[config.mk]
export PLATFORM = sky130hd
export DESIGN_NAME = dm_access_unit
export DESIGN_NICKNAME = d
export VERILOG_FILES = /design/src/rtl/dm_access_unit.sv
export SDC_FILE = /design/constraint.sdc
export NUM_CORES = 1
export LEC_CHECK = 0
export ABC_AREA = 1
export CAP_MARGIN = 10
export CORE_AREA = 2 2 120 122
export CTS_CLUSTER_DIAMETER = 150
export CTS_CLUSTER_SIZE = 24
export DETAILED_ROUTE_END_ITERATION = 10
export DIE_AREA = 0 0 122 124
export PLACE_DENSITY = 0.83
export SLEW_MARGIN = 20
export SYNTH_ARGS = -nofsm -noshare
export SYNTH_HDL_FRONTEND = slang
export SYNTH_SLANG_ARGS = --single-unit
[constraint.sdc]
create_clock -name i_clk -period 4.89 [get_ports i_clk]
set_clock_uncertainty 0.15 [all_clocks]
set_input_delay 0.978 -clock i_clk [delete_from_list [all_inputs] [get_ports i_clk]]
set_output_delay 0.978 -clock i_clk [all_outputs]
set_load 0.03 [all_outputs]
[src/rtl/dm_access_unit.sv]
// Load/store unit between the CPU datapath and a big-endian byte-array data memory.
// Sub-word stores are read-modify-write; rejected accesses never reach the memory.
module dm_access_unit #(
  parameter int MEM_BYTES = 256
) (
  input  logic        i_clk,
  input  logic        i_rst_n,
  input  logic        i_req_valid,
  output logic        o_req_ready,
  input  logic        i_req_we,
  input  logic [1:0]  i_req_size,
  input  logic        i_req_unsigned,
  input  logic [31:0] i_req_addr,
  input  logic [31:0] i_req_wdata,
  output logic        o_resp_valid,
  input  logic        i_resp_ready,
  output logic [31:0] o_resp_rdata,
  output logic        o_resp_err,
  output logic        o_mem_write,
  output logic [31:0] o_mem_addr,
  output logic [31:0] o_mem_wdata,
  input  logic [31:0] i_mem_rdata
);

  localparam logic [1:0] S_IDLE = 2'd0;
  localparam logic [1:0] S_RD   = 2'd1;
  localparam logic [1:0] S_WR   = 2'd2;
  localparam logic [1:0] S_RESP = 2'd3;

  localparam logic [1:0] SZ_BYTE = 2'b00;
  localparam logic [1:0] SZ_HALF = 2'b01;
  localparam logic [1:0] SZ_WORD = 2'b10;

  localparam logic [31:0] MEM_LIMIT = 32'(MEM_BYTES);

  logic [1:0]  state;
  logic        we_q;
  logic        uns_q;
  logic [1:0]  size_q;
  logic [1:0]  lane_q;
  logic [15:0] wdata_q;

  logic        accept;
  logic        req_err;
  logic [31:0] req_aligned;

  // Lane k of a big-endian word occupies bits [31-8k -: 8].
  function automatic logic [31:0] load_extend(input logic [31:0] word,
                                              input logic [1:0]  size,
                                              input logic [1:0]  lane,
                                              input logic        uns);
    logic signed [7:0]  b;
    logic signed [15:0] h;
    logic [31:0]        r;
    case (lane)
      2'd0:    b = word[31:24];
      2'd1:    b = word[23:16];
      2'd2:    b = word[15:8];
      default: b = word[7:0];
    endcase
    h = lane[1] ? word[15:0] : word[31:16];
    case (size)
      SZ_BYTE: r = uns ? {24'h0, b} : 32'(b);
      SZ_HALF: r = uns ? {16'h0, h} : 32'(h);
      default: r = word;
    endcase
    return r;
  endfunction

  function automatic logic [31:0] store_merge(input logic [31:0] word,
                                              input logic [15:0] wd,
                                              input logic [1:0]  size,
                                              input logic [1:0]  lane);
    logic [31:0] r;
    r = word;
    if (size == SZ_HALF) begin
      if (lane[1]) r[15:0]  = wd;
      else         r[31:16] = wd;
    end else begin
      case (lane)
        2'd0:    r[31:24] = wd[7:0];
        2'd1:    r[23:16] = wd[7:0];
        2'd2:    r[15:8]  = wd[7:0];
        default: r[7:0]   = wd[7:0];
      endcase
    end
    return r;
  endfunction

  function automatic logic access_error(input logic [1:0]  size,
                                        input logic [31:0] addr,
                                        input logic [31:0] aligned);
    logic e;
    e = (size == 2'b11)
      | ((size == SZ_HALF) & addr[0])
      | ((size == SZ_WORD) & (addr[1:0] != 2'b00))
      | (aligned >= MEM_LIMIT);
    return e;
  endfunction

  assign req_aligned  = {i_req_addr[31:2], 2'b00};
  assign req_err      = access_error(i_req_size, i_req_addr, req_aligned);
  assign o_req_ready  = (state == S_IDLE);
  assign o_resp_valid = (state == S_RESP);
  // Decoded straight from state so an async reset kills the strobe mid-cycle.
  assign o_mem_write  = (state == S_WR);
  assign accept       = i_req_valid & o_req_ready;

  always_ff @(posedge i_clk or negedge i_rst_n) begin
    if (!i_rst_n) begin
      state        <= S_IDLE;
      we_q         <= 1'b0;
      uns_q        <= 1'b0;
      size_q       <= 2'b00;
      lane_q       <= 2'b00;
      wdata_q      <= 16'h0;
      o_resp_rdata <= 32'h0;
      o_resp_err   <= 1'b0;
      o_mem_addr   <= 32'h0;
      o_mem_wdata  <= 32'h0;
    end else begin
      case (state)
        S_IDLE: begin
          if (accept) begin
            we_q         <= i_req_we;
            uns_q        <= i_req_unsigned;
            size_q       <= i_req_size;
            lane_q       <= i_req_addr[1:0];
            wdata_q      <= i_req_wdata[15:0];
            o_resp_rdata <= 32'h0;
            o_resp_err   <= req_err;
            if (req_err) begin
              state <= S_RESP;
            end else begin
              o_mem_addr <= req_aligned;
              // Full-word stores skip the read; nothing to merge.
              if (i_req_we && (i_req_size == SZ_WORD)) begin
                o_mem_wdata <= i_req_wdata;
                state       <= S_WR;
              end else begin
                state <= S_RD;
              end
            end
          end
        end
        S_RD: begin
          if (we_q) begin
            o_mem_wdata <= store_merge(i_mem_rdata, wdata_q, size_q, lane_q);
            state       <= S_WR;
          end else begin
            o_resp_rdata <= load_extend(i_mem_rdata, size_q, lane_q, uns_q);
            state        <= S_RESP;
          end
        end
        S_WR: begin
          state <= S_RESP;
        end
        S_RESP: begin
          if (i_resp_ready) state <= S_IDLE;
        end
        default: begin
          state <= S_IDLE;
        end
      endcase
    end
  end

endmodule
==> results_dict.tcl <==
set metrics [dict create \
    status "completed" \
    synth_cell_type_count 30 \
    async_flop_share_pct 100 \
    grt_pass1_vias 7132 \
    hold_path_class "register to register" \
    reg2reg_to "o_resp_rdata[31]" \
    routed_via_density 5.41 \
    vias 7241 \
    syn_area_sq_um 6740 \
    pre_cts_ws_ps 1140 \
    fmax_mhz 298 \
    synth_seq_area_share_pct 44.2 \
    synthCells 966 \
    finalCriticalPeriod_ps 3350 \
    worstPathArrival_ps 3560 \
    synth_compound_area_share_pct 10.6 \
    cts-root-buf "clkbuf_16" \
    multiInputGateArea_sq_um 3130 \
    synth_edf_count 0 \
    maxCapViolCount 0 \
    cp-start-kind "input port" \
    drt_iter0_markers 614 \
    cts_tree "yes" \
    ys_ff_latch 119 \
    portBuffers 201 \
    grtUsageTotal_pct 29.8 \
    rrSetupSlack_ps 1700 \
    die_y_um 124 \
    diodes 0 \
    route.detailed.drc 0 \
    dp_hpwl_um 15700 \
    cts_hold_buffers 0 \
    nFillCells 1192 \
    die_x_um 122 \
    relSlewSlack_pct 37.4 \
    synth.top_cells.by_count "372 x nand2_1, 119 x dfrtp_1, 116 x nand3_1" \
    yosys_warnings 0 \
    synth_top_family_by_area "simple AND/OR/NAND/NOR gates" \
    worstPathRequired_ps 5100 \
    clkTransAtPathRegs_ps 60 \
    drtPass1Iterations 5 \
    reg2reg_depth 9 \
    hold_viol 0 \
    drv_slew 0 \
    grt_pass1_wl_um 34800 \
    design.portCount 204 \
    p_per_area_nw_per_um2 637 \
    tightest_slew_ps 938 \
    peakVddDrop_uv 298 \
    whs_endpoint "o_mem_wdata[26]" \
    antenna_found_initial 0 \
    leakage_nw 4.76 \
    final_core_util_pct 68.4 \
    ctsResizeCount 0 \
    numCtsBuffers 17 \
    drive_gt1_share_pct 5.35 \
    min-delay-start "o_mem_wdata[26]" \
    totalWireLength_um 21700 \
    synth.area.top_cells "dfrtp_1 44%, nand2_1 21%, nand3_1 8.6%, inv_1 5.7%, nor2_1 3.2%" \
    regToRegStartpoint "state[0]" \
    design.core.area_sq_um 13700 \
    ant_nets 0 \
    synthAdderAreaFrac_pct 0.743 \
    insertion_delay_ps 430 \
    synthSimpleGateAreaFrac_pct 34.8 \
    synth_ff_type "dfrtp_1" \
    period_share_pct 68.6 \
    initial_core_util_pct 49.1 \
    layout.nets 1254 \
    fin_tns_setup_ps 0 \
    post-cts-setup-buffers 0 \
    clock_sinks 119 \
    routabilityCongestion 0.935 \
    grt_remaining_overflow 0 \
    crit_start "i_req_valid" \
    synth_top_cell_by_area "dfrtp_1" \
    critPathKind "input port to register" \
    crit_fanout 32 \
    area_growth_pct 39.2 \
    placed_area_sq_um 8820 \
    die_area_sq_um 15100 \
    setup_viol 0 \
    fin_ws_ps 1540 \
    end_kind "register" \
    clock_path_buffers 2 \
    min_path_cells 2 \
    rows 43 \
    ff_latch_area_sq_um 2980 \
    whs_ps 321 \
    grt_setup_unrepaired "no" \
    yosysMostFrequentCell "nand2_1" \
    grt_max_degree 59 \
    synth_mux_area_share_pct 0 \
    wl_per_cell_um 16.2 \
    synth_top_area_share_pct 44.2 \
    ctsHtreeMaxLevel 4 \
    syn_area_per_cell_sq_um 6.98 \
    synthXorXnorAreaFrac_pct 0 \
    final_area_sq_um 9380 \
]
-- per-stage QoR --
step / instances / power, W
finish: 1339 / 0.00597
global route: 1339 / 0.00639
CTS: 1339 / 0.00595
detailed placement: 1307 / 0.00475
global placement: 1307 / 0.00468
floorplan: 967 / 0.00371
-- power by group --
group | leakage [nW] | total (W) | internal (W) | switching, W
logic | 3.07 | 0.00319 | 0.00111 | 0.00208
registers | 1.42 | 0.00160 | 0.00131 | 0.000297
clock network | 0.265 | 0.00118 | 0.000722 | 0.000459
-- cells by family (layout without fill, tap and decap cells) --
kind of cell / count (synthesis) / count (layout)
and+or+nand+nor: 564 / 564
buffers and inverters: 158 / 350
AOI/OAI and AO/OA: 120 / 120
DFF: 119 / 119
adders and majority gates: 4 / 4
other: 1 / 2
-- per-layer routing --
metal	vias to the layer above	share of wire [%]	track usage (%)
met4	0	4.6	15.4
met1	3341	38	35.7
met5	-	0	0
li1	3416	-	-
met3	84	11	9.43
met2	400	46	48.4
-- worst max-delay path, stage by stage --
cell	delay [ps]
clkdlybuf4s50_1	430
nand2_2	390
clkinv_1	380
a21oi_1	350
a21oi_1	70
inv_1	670
nand2_1	160
nand2_1	130
-- layout make-up --
cell class	instances	share of cell area, %
clock buffers	21	4.91
clock inverters	11	1.08
inverters	107	4.28
multi-input cells	690	33.3
flip-flops and latches	119	31.8
well taps	180	2.40
repair buffers	211	22.2
-- worst max-delay path by stage --
stage	to	slack, ps	cells after the start
3_3_place_gp	o_resp_rdata[5]	1270	8
5_1_grt	o_resp_rdata[6]	1330	8
4_1_cts	o_resp_rdata[31]	1540	8
3_5_place_dp	o_resp_rdata[27]	1140	8
2_1_floorplan	o_mem_wdata[10]	2710	11
6_report	o_resp_rdata[31]	1540	8
-- cells in the final DEF (no fill, tap or decap), drive strengths merged --
cell type / n
nand2: 383
clkdlybuf4s50: 200
dfrtp: 119
nand3: 118
inv: 105
nor2: 61
o21ai: 44
a21oi: 38
o211ai: 24
clkbuf: 21
buf: 11
clkinv: 8
o21a: 7
o221ai: 6
ha: 4
clkinvlp: 4
conb: 2
and2: 1
a22oi: 1
nor3b: 1
bufinv: 1
-- registers in the layout (all words and copies together), names as in the netlist --
signal        cells
o_mem_wdata      32
o_resp_rdata     32
size_q            2
wdata_q          16
state             2
uns_q             1
lane_q            2
o_mem_addr       30
o_resp_err        1
we_q              1
(Power assumes the default switching activity.)
